File: config.mk
export PLATFORM = sky130hd
export DESIGN_NAME = adc_result_fifo
export DESIGN_NICKNAME = d
export VERILOG_FILES = /design/src/rtl/adc_result_fifo.sv
export SDC_FILE = /design/constraint.sdc
export NUM_CORES = 1
export LEC_CHECK = 0
export CAP_MARGIN = 0
export CORE_ASPECT_RATIO = 0.75
export CORE_MARGIN = 10
export CORE_UTILIZATION = 50
export CTS_CLUSTER_DIAMETER = 50
export DETAILED_ROUTE_END_ITERATION = 16
export GPL_ROUTABILITY_DRIVEN = 1
export GPL_TIMING_DRIVEN = 0
export PLACE_DENSITY = 0.72
export SLEW_MARGIN = 20
export SYNTH_ARGS = -nofsm -noshare
export SYNTH_HDL_FRONTEND = slang
export SYNTH_SLANG_ARGS = --single-unit
export TNS_END_PERCENT = 5
File: constraint.sdc
create_clock -name clk -period 3.05 [get_ports clk]
set_input_delay 0.305 -clock clk [delete_from_list [all_inputs] [get_ports clk]]
set_output_delay 0.305 -clock clk [all_outputs]
set_load 0.05 [all_outputs]
File: src/rtl/adc_result_fifo.sv
// Result FIFO behind the SAR ADC controller: captures LoadReg-strobed samples, drains over valid/ready,
// counts drops when full. Define ADC_AVG_EN to push one 4-sample average instead of every raw sample.
module adc_result_fifo #(
    parameter int DW    = 8,
    parameter int DEPTH = 8,
    parameter int AW    = 3
) (
    input  logic          clk,
    input  logic          clr,
    input  logic          LoadReg,
    input  logic [DW-1:0] B,
    output logic [DW-1:0] out_data,
    output logic          out_valid,
    input  logic          out_ready,
    output logic [AW:0]   level,
    output logic          full,
    output logic          empty,
    output logic          overflow,
    output logic [7:0]    drop_cnt,
    input  logic          ovf_clr
);

    localparam logic [AW:0] DEPTH_L = (AW+1)'(DEPTH);

    logic [DW-1:0] r_mem [DEPTH];
    logic [AW-1:0] r_wr_ptr;
    logic [AW-1:0] r_rd_ptr;
    logic [AW:0]   r_level;
    logic          r_overflow;
    logic [7:0]    r_drop_cnt;

    logic          w_full;
    logic          w_empty;
    logic          w_pop;
    logic          w_push_req;
    logic [DW-1:0] w_push_data;
    logic          w_push;
    logic          w_drop;

`ifdef ADC_AVG_EN
    logic [9:0] r_acc;
    logic [1:0] r_phase;
    logic [9:0] w_sum;

    assign w_sum       = r_acc + 10'(B);
    assign w_push_req  = LoadReg & (r_phase == 2'd3);
    assign w_push_data = DW'(w_sum >> 2);

    // Accumulation advances on every strobe, whether or not the averaged push is later dropped.
    always_ff @(posedge clk or posedge clr) begin
        if (clr) begin
            r_acc   <= '0;
            r_phase <= '0;
        end else if (LoadReg) begin
            if (r_phase == 2'd3) begin
                r_acc   <= '0;
                r_phase <= '0;
            end else begin
                r_acc   <= w_sum;
                r_phase <= r_phase + 2'd1;
            end
        end
    end
`else
    assign w_push_req  = LoadReg;
    assign w_push_data = B;
`endif

    assign w_full  = (r_level == DEPTH_L);
    assign w_empty = (r_level == '0);
    assign w_pop   = ~w_empty & out_ready;
    assign w_push  = w_push_req & (~w_full | w_pop);
    assign w_drop  = w_push_req & w_full & ~w_pop;

    always_ff @(posedge clk or posedge clr) begin
        if (clr) begin
            r_wr_ptr <= '0;
            r_rd_ptr <= '0;
            r_level  <= '0;
        end else begin
            if (w_push) r_wr_ptr <= r_wr_ptr + 1'b1;
            if (w_pop)  r_rd_ptr <= r_rd_ptr + 1'b1;
            case ({w_push, w_pop})
                2'b10:   r_level <= r_level + 1'b1;
                2'b01:   r_level <= r_level - 1'b1;
                default: r_level <= r_level;
            endcase
        end
    end

    // A drop in the same cycle as ovf_clr is counted after the clear.
    always_ff @(posedge clk or posedge clr) begin
        if (clr) begin
            r_overflow <= 1'b0;
            r_drop_cnt <= '0;
        end else if (ovf_clr) begin
            r_overflow <= w_drop;
            r_drop_cnt <= {7'd0, w_drop};
        end else if (w_drop) begin
            r_overflow <= 1'b1;
            if (r_drop_cnt != 8'hFF) r_drop_cnt <= r_drop_cnt + 8'd1;
        end
    end

    always_ff @(posedge clk) begin
        if (w_push) r_mem[r_wr_ptr] <= w_push_data;
    end

    assign out_data  = r_mem[r_rd_ptr];
    assign out_valid = ~w_empty;
    assign level     = r_level;
    assign full      = w_full;
    assign empty     = w_empty;
    assign overflow  = r_overflow;
    assign drop_cnt  = r_drop_cnt;

endmodule
# Word level (Yosys, flattened, before mapping)
# Memory sizes are Yosys's and may differ from the RTL's.
# Cells that the tools add are included.
# word_totals
mem_bits_rw	64
word_cells	36
mem_count	1
in_bits	13
reg_bits	19
# classes
reduce_logical	5
eq_ne	4
addsub	5
muxes	8
bitwise	8
# memory_table
name	depth	word_bits	rd	rd_ports_with_merged_regs	wr	line_no	rtl
r_mem	8	8	1	0	1	25	logic [DW-1:0] r_mem [DEPTH];
# ops
op	n
$mux 8	3
$add 8x1->8 const B	1
$ne 8x8->1 const B	1
$pmux 4 s2	1
$add 3x1->3 const B	2
$reduce_bool 2->1	3
$add 4x1->4 const B	1
$and 1x1->1	4
$eq 4x4->1 const B	1
$logic_not 4->1	1
$mux 1	4
$sub 4x1->4 const B	1
$not 1->1	3
$eq 2x1->1 const B	1
$eq 2x2->1 const B	1
$reduce_and 2->1	1
$or 1x1->1	1

# Longest topological paths before layout
# depth
depth_word	7
ltp_mapped	7

# Least setup slack after synthesis
# Ideal clock, no wire load.
# synth_path
kind	register -> register
start	register r_level[1] (netlist: level[1])
end	register r_level[3] (netlist: level[3])
slack_ps	364
arrival_ps	2600
stages_incl_launch_ff	8
setup_time_ps	87
path_cell_list	dfrtp_1 -> o41ai_1 -> nor2_1 -> ha_1 -> a21o_1 -> a21oi_1 -> mux2_2 -> o211ai_1
# synth_via
elab_chain_cells	7
elab_cells_between_ends	13
cone_classes	add/sub: 2; eq/ne: 3; mux: 1; bitwise: 5; reduce/logical: 2
# synth_lines
item	line_no	rtl
from (decl)	28	logic [AW:0] r_level;
from (signal assigned)	84	2'b10: r_level <= r_level + 1'b1;
from (signal assigned)	85	2'b01: r_level <= r_level - 1'b1;
from (signal assigned)	86	default: r_level <= r_level;
$logic_not 4->1	70	assign w_empty = (r_level == '0);
$not 1->1	71	assign w_pop = ~w_empty & out_ready;
$and 1x1->1	71	
$or 1x1->1	72	assign w_push = w_push_req & (~w_full | w_pop);
$and 1x1->1	72	
$eq 2x1->1 or $eq 2x2->1 (tied branches)	83	case ({w_push, w_pop})
$pmux 4 s2 or $reduce_bool 2->1 (tied branches)	n/a	
# Parallel ways exist; a longest one is shown, timed or not.
# A chain may end at the register's enable or synchronous reset.

# Final worst setup path
# layout_path
start	register r_rd_ptr[0]
end	output out_data[2]
# layout_via
elab_chain_cells	1
# layout_lines
item	line_no	rtl
from (decl)	27	logic [AW-1:0] r_rd_ptr;
from (signal assigned)	82	if (w_pop) r_rd_ptr <= r_rd_ptr + 1'b1;
$mem_v2 8x8	n/a	
to (decl)	12	output logic [DW-1:0] out_data,
# No other way between the ends.

==> flow_summary.json <==
{
  "status": "finished, final reports clean",
  "viasPerCell": 5.41,
  "avgSynthCellArea_um2": 16.3,
  "postSynth.asyncResetShare_pct": 22.9,
  "worst_pin_slew_ns": 0.911,
  "clkLatencyLatePin_ns": 0.33,
  "drive_gt1_share_pct": 20.7,
  "crit_type": "flop to primary output",
  "synth_edf_count": 64,
  "relSlewSlack_pct": 39.1,
  "grt_pass1_wl_mm": 11.1,
  "drv_cap": 0,
  "post-route-period-util_pct": 93.1,
  "overflow": 0,
  "use_met2_pct": 19.4,
  "rows": 26,
  "die_h_um": 93.1,
  "arrival_ns": 2.53,
  "design_area_um2": 4220,
  "cts_setup_buffers": 0,
  "die-area_um2": 10900,
  "netlist_instances": 218,
  "start_kind": "flop",
  "peakVddDrop_uv": 435,
  "area_delta_synth_final_pct": 18.5,
  "grt_use_met3_pct": 4.02,
  "synth_ff_type": "edfxtp_1",
  "busiest_layer": "met2",
  "antenna_found_initial": 0,
  "grt_setup_unrepaired": "no",
  "cts_max_level": 3,
  "drcViolationCount": 0,
  "dpl_cell_area_um2": 4060,
  "clock_path_buffers": 2,
  "yosys.area.top_type": "edfxtp_1",
  "met1_usage_pct": 17.4,
  "drt_iter0_drc": 171,
  "yosysUniqueCellTypes": 44,
  "wl_mm": 6.79,
  "dp_hpwl_mm": 4.70,
  "layout_min_cycle_time_ns": 2.84,
  "synthesis.nets": 237,
  "p_leak_nw": 1.49,
  "clock-sinks": 83,
  "skew_ns": 0.00723,
  "grt_max_degree": 20,
  "timing.reg2reg.setup_slack_ns": 0.25,
  "yosys_register_bits": 83,
  "max_freq_mhz": 352,
  "ys_top_cells_by_area": "edfxtp_1, dfrtp_1, mux4_2, mux2_2, ha_1",
  "power_density_nw_per_um2": 904,
  "slew_violations": 0,
  "ys_seq_area_share_pct": 67.3,
  "dr.pass1.iters": 4,
  "core_area_um2": 6860,
  "hold_viol_final": 0,
  "synth.yosys.warnings": 0,
  "fin_cells": 369,
  "initial_core_util_pct": 51.9,
  "routedWlPerCell_um": 18.4,
  "cts_tree": "built",
  "die_w_um": 117,
  "num_vias": 1998,
  "setup_viol_count_final": 0,
  "antenna_cells": 0,
  "fin_util_pct": 61.5,
  "cp-end-kind": "primary output",
  "clkTransAtPathRegs_ns": 0.08,
  "nFillCells": 489,
  "netlist_area_um2": 3560,
  "dp.cells": 353,
  "port_buffers": 36,
  "grt_pass1_vias": 2019,
  "final_nets": 285,
  "ant_nets": 0,
  "crit_fanout": 10,
  "routabilityCongestion": 0.725,
  "yosysTopAreaCellShare_pct": 53.9,
  "hp-class": "input pin to async pin",
  "final.setup.tns_ns": 0,
  "cp.required_ns": 2.74,
  "pin_count": 37,
  "cts_root_buf": "clkbuf_8",
  "power_w": 0.00382,
  "grtUsageTotal_pct": 13.0,
  "cts_buffers": 9
}
[power by group]
part	switching (W)	internal [W]	leakage, nW
Clock	0.000350	0.000319	0.0807
Sequential	0.000119	0.00141	0.826
Combinational	0.00100	0.000623	0.581
[cells in the final DEF, fill, tap and decap left out, types with 5 or more instances in the layout]
cell	netlist	routed
mux2_2	12	12
ha_1	5	5
inv_1	7	7
clkbuf_1	3	5
nand3_1	5	5
o21ai_0	5	5
a21oi_1	8	8
clkbuf_8	0	10
nand2_1	13	13
dlygate4sd2_1	0	8
edfxtp_1	64	64
dfrtp_1	19	19
clkdlybuf4s50_1	0	28
nor2_1	12	12
mux4_2	16	16
[per-stage QoR]
stage	hold WS, ns	worst slack, ns
after global routing	0.477	0.0512
final	0.409	0.211
after CTS	0.428	0.145
after global placement	0.508	-0.256
after floorplan	0.256	0.364
after detailed placement	0.527	-0.0194
[critical path: stages (launching register included)]
cell	delay (ns)
dfrtp_1	0.36
buf_2	0.30
buf_4	0.30
mux4_2	0.53
mux2_2	0.29
dlygate4sd2_1	0.43
[state kept, by name, indices dropped and copies added (netlist names)]
register / cells
drop_cnt: 8
level: 4
overflow: 1
r_mem: 64
r_rd_ptr: 3
r_wr_ptr: 3
[synth_stat cells (2+ instances only)]
master	instances
xnor2_1	3
or4_1	3
nand3_1	5
nor2_1	12
nand4_1	2
nand2b_1	4
clkbuf_1	3
buf_2	2
mux4_2	16
nor2b_1	4
dfrtp_1	19
a21oi_1	8
edfxtp_1	64
o31ai_1	2
nand2_1	13
and4_1	2
o211ai_1	2
o41ai_1	2
inv_1	7
ha_1	5
mux2_2	12
nor3_1	2
o21ai_0	5
[cells by family (layout without fill, tap and decap cells)]
kind of cell             Yosys count  count (layout)  share of synthesized area [%]
flip-flops                        83              83                           67.3
adder cells (fa/ha/maj)            6               6                           2.32
buffers and inverters             15              68                           2.00
AO/OA/AOI/OAI                     23              23                           4.11
XOR/XNOR                           4               4                          0.983
multiplexers                      29              29                           14.2
AND/OR/NAND/NOR                   58              58                           9.13
[worst paths after layout]
path / from / to / cells after the start
setup / recovery: r_rd_ptr[0]$_DFFE_PP0N_ / out_data[2] / 5
hold / removal: clr / level[0]$_DFFE_PP0P_ / 2
setup reg to reg: level[1]$_DFFE_PP0P_ / level[3]$_DFFE_PP0P_ / 7
hold reg to reg: overflow$_DFFE_PP0P_ / overflow$_DFFE_PP0P_ / 2
max in group asynchronous: clr / drop_cnt[2]$_DFFE_PP0P_ / 2
min in group clk: overflow$_DFFE_PP0P_ / overflow$_DFFE_PP0P_ / 2
[repair_timing]
| action | 4_1_cts | 5_1_grt |
|---|---|---|
| hold buffers | 0 | 0 |
| endpoints found under the setup margin | 8 | 0 |
| resized for setup | 11 | 0 |
[final cells by class]
type | instances | area [um^2] | area share, %
flip-flops and latches | 83 | 2400 | 56.8
multi-input cells | 120 | 1100 | 26.2
clock buffers | 14 | 153 | 3.61
inverters | 7 | 26.3 | 0.622
plain buffers | 8 | 50.0 | 1.18
repair buffers | 37 | 358 | 8.47
clock inverters | 2 | 12.5 | 0.296
well taps | 98 | 123 | 2.90
[layer usage]
layer	wire length, um	part of all wire (%)	vias to the layer above
met5	0	0	-
met4	71	1.0	0
met3	423	6.2	6
met2	3200	47	63
met1	3090	46	981
li1	-	-	948
No activity file was read; power rests on OpenSTA's default activity.
